--- src/rtl/keypad_emulator_if.sv ---
// Request/handshake bundle between a key-press requester and the keypad emulator.
interface keypad_emulator_if;
  logic       req_valid;
  logic [3:0] req_code;
  logic       bounce_en;
  logic       req_ready;
  logic       busy;
  logic       done;

  modport master (
    output req_valid, req_code, bounce_en,
    input  req_ready, busy, done
  );

  modport slave (
    input  req_valid, req_code, bounce_en,
    output req_ready, busy, done
  );
endinterface

--- src/rtl/keypad_emulator.sv ---
// 4x4 matrix-keypad emulator: answers active-low row drive with active-low column
// levels for one requested key, with optional deterministic contact bounce.
module keypad_emulator #(
  parameter int unsigned HOLD_CYCLES   = 5000000,
  parameter int unsigned BOUNCE_CYCLES = 200000,
  parameter int unsigned BOUNCE_TOGGLE = 1000,
  parameter int unsigned GAP_CYCLES    = 1000000
) (
  input  logic             clk,
  input  logic             rst,
  input  logic [3:0]       linhaN,
  output logic [3:0]       colunaN,
  keypad_emulator_if.slave bus
);

  typedef enum logic [2:0] {
    IDLE,
    BOUNCE_IN,
    HOLD,
    BOUNCE_OUT,
    GAP
  } state_t;

  state_t      state;
  logic        contact;
  logic        bnc;
  logic        done_q;
  logic [1:0]  row;
  logic [1:0]  col;
  logic [31:0] phase_cnt;
  logic [31:0] tog_cnt;
  logic [1:0]  code_row;
  logic [1:0]  code_col;
  logic [3:0]  col_next;
  logic        bounce_req;

  assign bus.req_ready = (state == IDLE);
  assign bus.busy      = (state != IDLE);
  assign bus.done      = done_q;
  assign bounce_req    = bus.bounce_en && (BOUNCE_CYCLES != 0);

  always_comb begin
    code_row = 2'd0;
    code_col = 2'd0;
    case (bus.req_code)
      4'h1: begin code_row = 2'd0; code_col = 2'd0; end
      4'h2: begin code_row = 2'd0; code_col = 2'd1; end
      4'h3: begin code_row = 2'd0; code_col = 2'd2; end
      4'hA: begin code_row = 2'd0; code_col = 2'd3; end
      4'h4: begin code_row = 2'd1; code_col = 2'd0; end
      4'h5: begin code_row = 2'd1; code_col = 2'd1; end
      4'h6: begin code_row = 2'd1; code_col = 2'd2; end
      4'hB: begin code_row = 2'd1; code_col = 2'd3; end
      4'h7: begin code_row = 2'd2; code_col = 2'd0; end
      4'h8: begin code_row = 2'd2; code_col = 2'd1; end
      4'h9: begin code_row = 2'd2; code_col = 2'd2; end
      4'hC: begin code_row = 2'd2; code_col = 2'd3; end
      4'hF: begin code_row = 2'd3; code_col = 2'd0; end
      4'h0: begin code_row = 2'd3; code_col = 2'd1; end
      4'hE: begin code_row = 2'd3; code_col = 2'd2; end
      default: begin code_row = 2'd3; code_col = 2'd3; end
    endcase
  end

  // Only the latched key's row matters; other rows low never close anything.
  always_comb begin
    col_next = '1;
    if (contact && !linhaN[row]) col_next[col] = 1'b0;
  end

  always_ff @(posedge clk) begin
    if (rst) begin
      state     <= IDLE;
      contact   <= 1'b0;
      bnc       <= 1'b0;
      done_q    <= 1'b0;
      row       <= '0;
      col       <= '0;
      phase_cnt <= '0;
      tog_cnt   <= '0;
      colunaN   <= '1;
    end else begin
      colunaN <= col_next;
      done_q  <= 1'b0;
      case (state)
        IDLE: begin
          if (bus.req_valid) begin
            row       <= code_row;
            col       <= code_col;
            bnc       <= bounce_req;
            contact   <= 1'b1;
            phase_cnt <= '0;
            tog_cnt   <= '0;
            state     <= bounce_req ? BOUNCE_IN : HOLD;
          end
        end
        BOUNCE_IN, BOUNCE_OUT: begin
          // Window end wins over a coincident toggle so the exit level is fixed.
          if (phase_cnt == BOUNCE_CYCLES - 1) begin
            phase_cnt <= '0;
            tog_cnt   <= '0;
            contact   <= (state == BOUNCE_IN);
            state     <= (state == BOUNCE_IN) ? HOLD : GAP;
          end else begin
            phase_cnt <= phase_cnt + 32'd1;
            if (tog_cnt == BOUNCE_TOGGLE - 1) begin
              contact <= ~contact;
              tog_cnt <= '0;
            end else begin
              tog_cnt <= tog_cnt + 32'd1;
            end
          end
        end
        HOLD: begin
          if (phase_cnt == HOLD_CYCLES - 1) begin
            phase_cnt <= '0;
            tog_cnt   <= '0;
            contact   <= 1'b0;
            state     <= bnc ? BOUNCE_OUT : GAP;
          end else begin
            phase_cnt <= phase_cnt + 32'd1;
          end
        end
        GAP: begin
          if (phase_cnt == GAP_CYCLES - 1) begin
            phase_cnt <= '0;
            tog_cnt   <= '0;
            done_q    <= 1'b1;
            state     <= IDLE;
          end else begin
            phase_cnt <= phase_cnt + 32'd1;
          end
        end
        default: state <= IDLE;
      endcase
    end
  end

endmodule

--- src/flat_wrapper.sv ---
// flat-port wrapper written by rule: the top's interface ports become plain ports
module keypad_emulator_flat 
#(
  parameter int unsigned HOLD_CYCLES   = 5000000,
  parameter int unsigned BOUNCE_CYCLES = 200000,
  parameter int unsigned BOUNCE_TOGGLE = 1000,
  parameter int unsigned GAP_CYCLES    = 1000000
)
  (clk, rst, linhaN, colunaN, bus_req_valid, bus_req_code, bus_bounce_en, bus_req_ready, bus_busy, bus_done);
  keypad_emulator_if bus_i ();
  input  logic clk;
  input  logic rst;
  input  logic [3:0] linhaN;
  output logic [3:0] colunaN;
  input wire logic [$bits(bus_i.req_valid)-1:0] bus_req_valid;
  input wire logic [$bits(bus_i.req_code)-1:0] bus_req_code;
  input wire logic [$bits(bus_i.bounce_en)-1:0] bus_bounce_en;
  output wire logic [$bits(bus_i.req_ready)-1:0] bus_req_ready;
  output wire logic [$bits(bus_i.busy)-1:0] bus_busy;
  output wire logic [$bits(bus_i.done)-1:0] bus_done;
  assign bus_i.req_valid = bus_req_valid;
  assign bus_i.req_code = bus_req_code;
  assign bus_i.bounce_en = bus_bounce_en;
  assign bus_req_ready = bus_i.req_ready;
  assign bus_busy = bus_i.busy;
  assign bus_done = bus_i.done;
  keypad_emulator #(.HOLD_CYCLES(HOLD_CYCLES), .BOUNCE_CYCLES(BOUNCE_CYCLES), .BOUNCE_TOGGLE(BOUNCE_TOGGLE), .GAP_CYCLES(GAP_CYCLES)) u_core (.clk(clk), .rst(rst), .linhaN(linhaN), .colunaN(colunaN), .bus(bus_i));
endmodule
--- config.mk ---
export PLATFORM = sky130hd
export DESIGN_NAME = keypad_emulator_flat
export DESIGN_NICKNAME = d
export VERILOG_FILES = /design/src/rtl/keypad_emulator_if.sv /design/src/rtl/keypad_emulator.sv /design/src/flat_wrapper.sv
export SDC_FILE = /design/constraint.sdc
export NUM_CORES = 1
export LEC_CHECK = 0
export CAP_MARGIN = 20
export CORE_MARGIN = 2
export CORE_UTILIZATION = 60
export DETAILED_ROUTE_END_ITERATION = 16
export PLACE_DENSITY = 0.76
export SLEW_MARGIN = 20
export SYNTH_ARGS = -nofsm -noshare
export SYNTH_HDL_FRONTEND = slang
export SYNTH_SLANG_ARGS = --single-unit
--- constraint.sdc ---
create_clock -name clk -period 3.43 [get_ports clk]
set_input_delay 0.686 -clock clk [delete_from_list [all_inputs] [get_ports clk]]
set_output_delay 0.686 -clock clk [all_outputs]
set_load 0.02 [all_outputs]
==> summary by stage <==
Placement
Routability-driven placement finished with a final weighted congestion of 0.8739. The total half-perimeter wirelength after legalization and detailed placement is 6.268 mm. The cell area reported after detailed placement is 0.004289 mm^2.

The number of port buffers is 18.

Pwr
The leakage power is 0.001425 uW. The analysis attributes to net switching a power of 884.0 uW. Across the VDD grid, the largest voltage drop is 274.5 uV. The proportion of power drawn by the clock network is 27.3%.

The cell area power density is 550.5 mW/mm^2. Sequential cells burn 41.5% of the power. Combinational cells account for 31.2% of the total power. The internal power component is 1583 uW. In this run switching power makes up 35.84% of total power.

Die
The initial cell density of the core is 62.81%. In this run the standard cell core region covers 0.006459 mm^2. In this run the horizontal extent of the chip is 86.23 um. The overall die area is 0.007435 mm^2.

The height of the die is 86.23 um. Row generation in the floorplan step produced 29 rows. The I/O pin total is 19.

Cells and area
The share of the core filled with cells in the final layout is 69.37%. The number of nets in the layout is 521. The number of diodes is 0. The multi-input combinational cells in the finished layout cover a total of 0.002372 mm^2.

The share of layout cells above drive strength 1 is 6.641%. The area growth from synthesis to layout is 10.46%. The final instance area is 0.004481 mm^2. The total of fill cells in the finished design is 542. Summing all flip-flop and latch instances after layout gives 0.001562 mm^2.

Synth
Synthesis instantiated 58 different standard cells from the library. The area fraction in compound gates after synthesis is 13.85%. In the synthesized netlist, the cells that appear most often are sky130_fd_sc_hd__dfxtp_1 (78), sky130_fd_sc_hd__nor2_1 (66), sky130_fd_sc_hd__nand2_1 (44).

The area share of and/or/nand/nor cells after synthesis is 34.39%. In the synthesized netlist the async set-or-reset flop fraction comes to 0%. Measured against the total synthesized area, the mux share comes to 1.265%. After Yosys synthesis, XOR and XNOR cells account for 8.205% of the synthesized area. Of all cell types, the one taking the most synthesized area is sky130_fd_sc_hd__dfxtp_1.

During synthesis, Yosys emitted a total of 0 warnings. After synthesis, the mean cell area works out to 8.195 um^2. Synthesis produced a netlist with a net count of 509.

By area, the combinational part of the netlist is dominated by simple AND/OR/NAND/NOR gates. The leading cell type by number of instances after synthesis is sky130_fd_sc_hd__dfxtp_1. Sequential cells were found to cover 38.49% of the synthesized design area. The share of Yosys cell area claimed by the top area cell type is 38.49%. In the synthesized netlist the dominant register cell turns out to be sky130_fd_sc_hd__dfxtp_1. The post-synthesis sequential element count is 78.

The number of enable flip-flop cells after synthesis is 0. After synthesis, the cell types taking the most area are sky130_fd_sc_hd__dfxtp_1 (38%), sky130_fd_sc_hd__nor2_1 (6.1%), sky130_fd_sc_hd__xor2_1 (4.5%). After Yosys synthesis, full adders, half adders and majority gates account for 0.6169% of the synthesized area. The number of cells produced by synthesis is 495. The summed instance area of the synthesized netlist is 0.004056 mm^2.

Setup path
The most frequent cell on the critical path is sky130_fd_sc_hd__and4b_1. The critical path goes through ha_1 -> and4_1 -> and4b_1 -> and4b_1 -> nor2_2 -> or3_1 -> a211o_1 -> a21oi_1. The biggest cell delay along the critical path is 0.42 ns.

The setup check on the worst reg-to-reg path leaves a slack of 0.67 ns. Among cell families on the critical path, the largest total delay comes from simple AND/OR/NAND/NOR gates. The endpoint arrival time on the critical path is 3.04 ns.

The worst setup path is captured at a flip-flop. The cell with the biggest individual delay on the critical path is sky130_fd_sc_hd__or3_1. The combined buffer and inverter count along the critical path is 0.

The kind of start point of the critical path is a flip-flop. The largest fanout of any net on the critical path is 22. The required time of the worst setup path is 3.72 ns. The critical path is of the reg2reg type.

Clocking
The number of CTS-inserted buffers is 9. The clock slew seen by the registers of the worst setup and hold paths is 0.08 ns. The count of H-tree levels built during CTS is 3. The CTS tree is done. The later pin in the worst-skew pair is clocked with a latency of 0.35 ns.

Once the clock tree was built, the resizer swapped 0 gates to a different size. In this run the post-CTS setup repair buffer count came out at 0. The count of hold-fix buffers inserted at cts is 0. Clock tree synthesis selected as its root buffer the cell sky130_fd_sc_hd__clkbuf_8. The number of buffers on the longest clock path is 2. CTS saw 78 sinks.

Drt
The total DRC errors in the routed layout is 0. The routed length on met1 is 4.498 mm. In this run, the number of DRC markers left after iteration 0 of detailed routing was 274. The top routing layer in use is met4. Dividing the detail-routed wire length by the instance count gives 15.19 um. The detailed route wirelength on metal2 is 3.824 mm. The detailed-routing iteration count for the pre-antenna-repair pass is 5. The final routed wirelength across all metal layers is 8.948 mm.

The detail route stage leaves a number of antenna-violating nets equal to 0. Using the TritonRoute via totals, the vias-per-cell ratio works out to 6.301. The met3 layer wire length in the routed design is 517 um.

Summing over every cut layer, the via total after detailed routing is 3711.

Outcome
The flow ran to the end, and the final reports show no timing, DRC or antenna violations.

Timing
The pin slew with the least headroom to its limit is 0.7839 ns. Adding up every negative setup slack in the final design gives 0 ns. The worst path uses 80.43% of the clock period. The final setup skew is 0.01121 ns.

The highest attainable clock frequency is 0.3625 GHz. The hold violation count in the final report is 0. Setup repair after global routing left no endpoint under its margin. After layout, the minimum clock period comes to 2.759 ns. Setup violations remaining at the end of the flow were counted as 0. The worst slew margin relative to its limit is 47.68%.

The total count of max-transition violations in the final report is 0.

Min path
The worst hold path belongs to the class reg2reg.

Global routing
The global-route wire length before repair is 15.65 mm. The initial antenna violation count came to 0. The number of global-route vias before repair is 3365.

The global-route congestion overflow total is 0. The total global-route track usage is 25.87%. The maximum number of pins on one net before global-route repair is 23.

Run
The number of max-cap violations is 0.
## cell families after synthesis
kind of cell | after synthesis
flip-flops | 78
adder cells (fa/ha/maj) | 2
AO/OA/AOI/OAI | 79
multiplexers | 5
XOR/XNOR | 38
buffers and inverters | 31
AND/OR/NAND/NOR | 262
## stage by stage
stage | power, uW | cells | hold WS, ns | worst slack, ns
detailed placement | 1806 | 573 | 0.4042 | 0.6481
floorplan | 1591 | 495 | 0.3874 | 1.024
global route | 2607 | 589 | 0.4604 | 0.4926
CTS | 2477 | 589 | 0.4247 | 0.6946
finish | 2467 | 589 | 0.4229 | 0.6714
global placement | 1792 | 573 | 0.4012 | 0.6876
## power groups by stage
| stage | combinational, uW | sequential (uW) | clock [uW] |
|---|---|---|---|
| after global placement | 752 | 1040 | 0 |
| after CTS | 767 | 1020 | 688 |
| final | 768 | 1020 | 674 |
| after detailed placement | 762 | 1040 | 0 |
| after global routing | 852 | 1030 | 725 |
| after floorplan | 584 | 1010 | 0 |
## layer usage
| layer | vias to the layer above | global-route usage (%) |
|---|---|---|
| met3 | 12 | 4.190 |
| met4 | 0 | 10.09 |
| met2 | 126 | 36.72 |
| met5 | - | 0 |
| li1 | 1838 | - |
| met1 | 1735 | 39.21 |
## cell type report
class / count / share of cell area, %
clock buffers: 11 / 2.932
multi-input cells: 386 / 52.95
inverters: 7 / 0.5864
well taps: 77 / 2.150
flip-flops and latches: 78 / 34.85
clock inverters: 5 / 1.340
repair buffers: 25 / 5.194
## sequential cells by signal (all words and copies together) (netlist names)
signal and flops:
u_core.contact 1, u_core.bus.done 1, u_core.col 2, u_core.colunaN 4
u_core.tog_cnt 32, u_core.bnc 1, u_core.state 3, u_core.phase_cnt 32
u_core.row 2
## cells in the final DEF (no fill, tap or decap), drive strengths merged, types with 3 or more instances in the layout
cell type and n:
xor2 21, and4b 3, a31oi 3, nor4b 7, a211oi 5, nor2 67
nand2b 3, xnor2 17, buf 7, clkinvlp 4, dfxtp 78, nand3 36
inv 7, and4 5, nand2 44, a21oi 27, nand4 16, and3 13
clkbuf 11, a311oi 17, nor2b 7, clkdlybuf4s50 18, o21ai 10, nand4b 4
or3 11, nor4 13, nor3b 6, nor3 17, mux2i 4
## final timing paths
kind | startpoint | end | cells after the start
hold / removal | u_core.col[0] | u_core.colunaN[1] | 1
setup reg to reg | u_core.phase_cnt[0] | u_core.contact | 8
setup / recovery | u_core.phase_cnt[0] | u_core.contact | 8
hold reg to reg | u_core.col[0] | u_core.colunaN[1] | 1
Power figures use the tool's default switching activity.
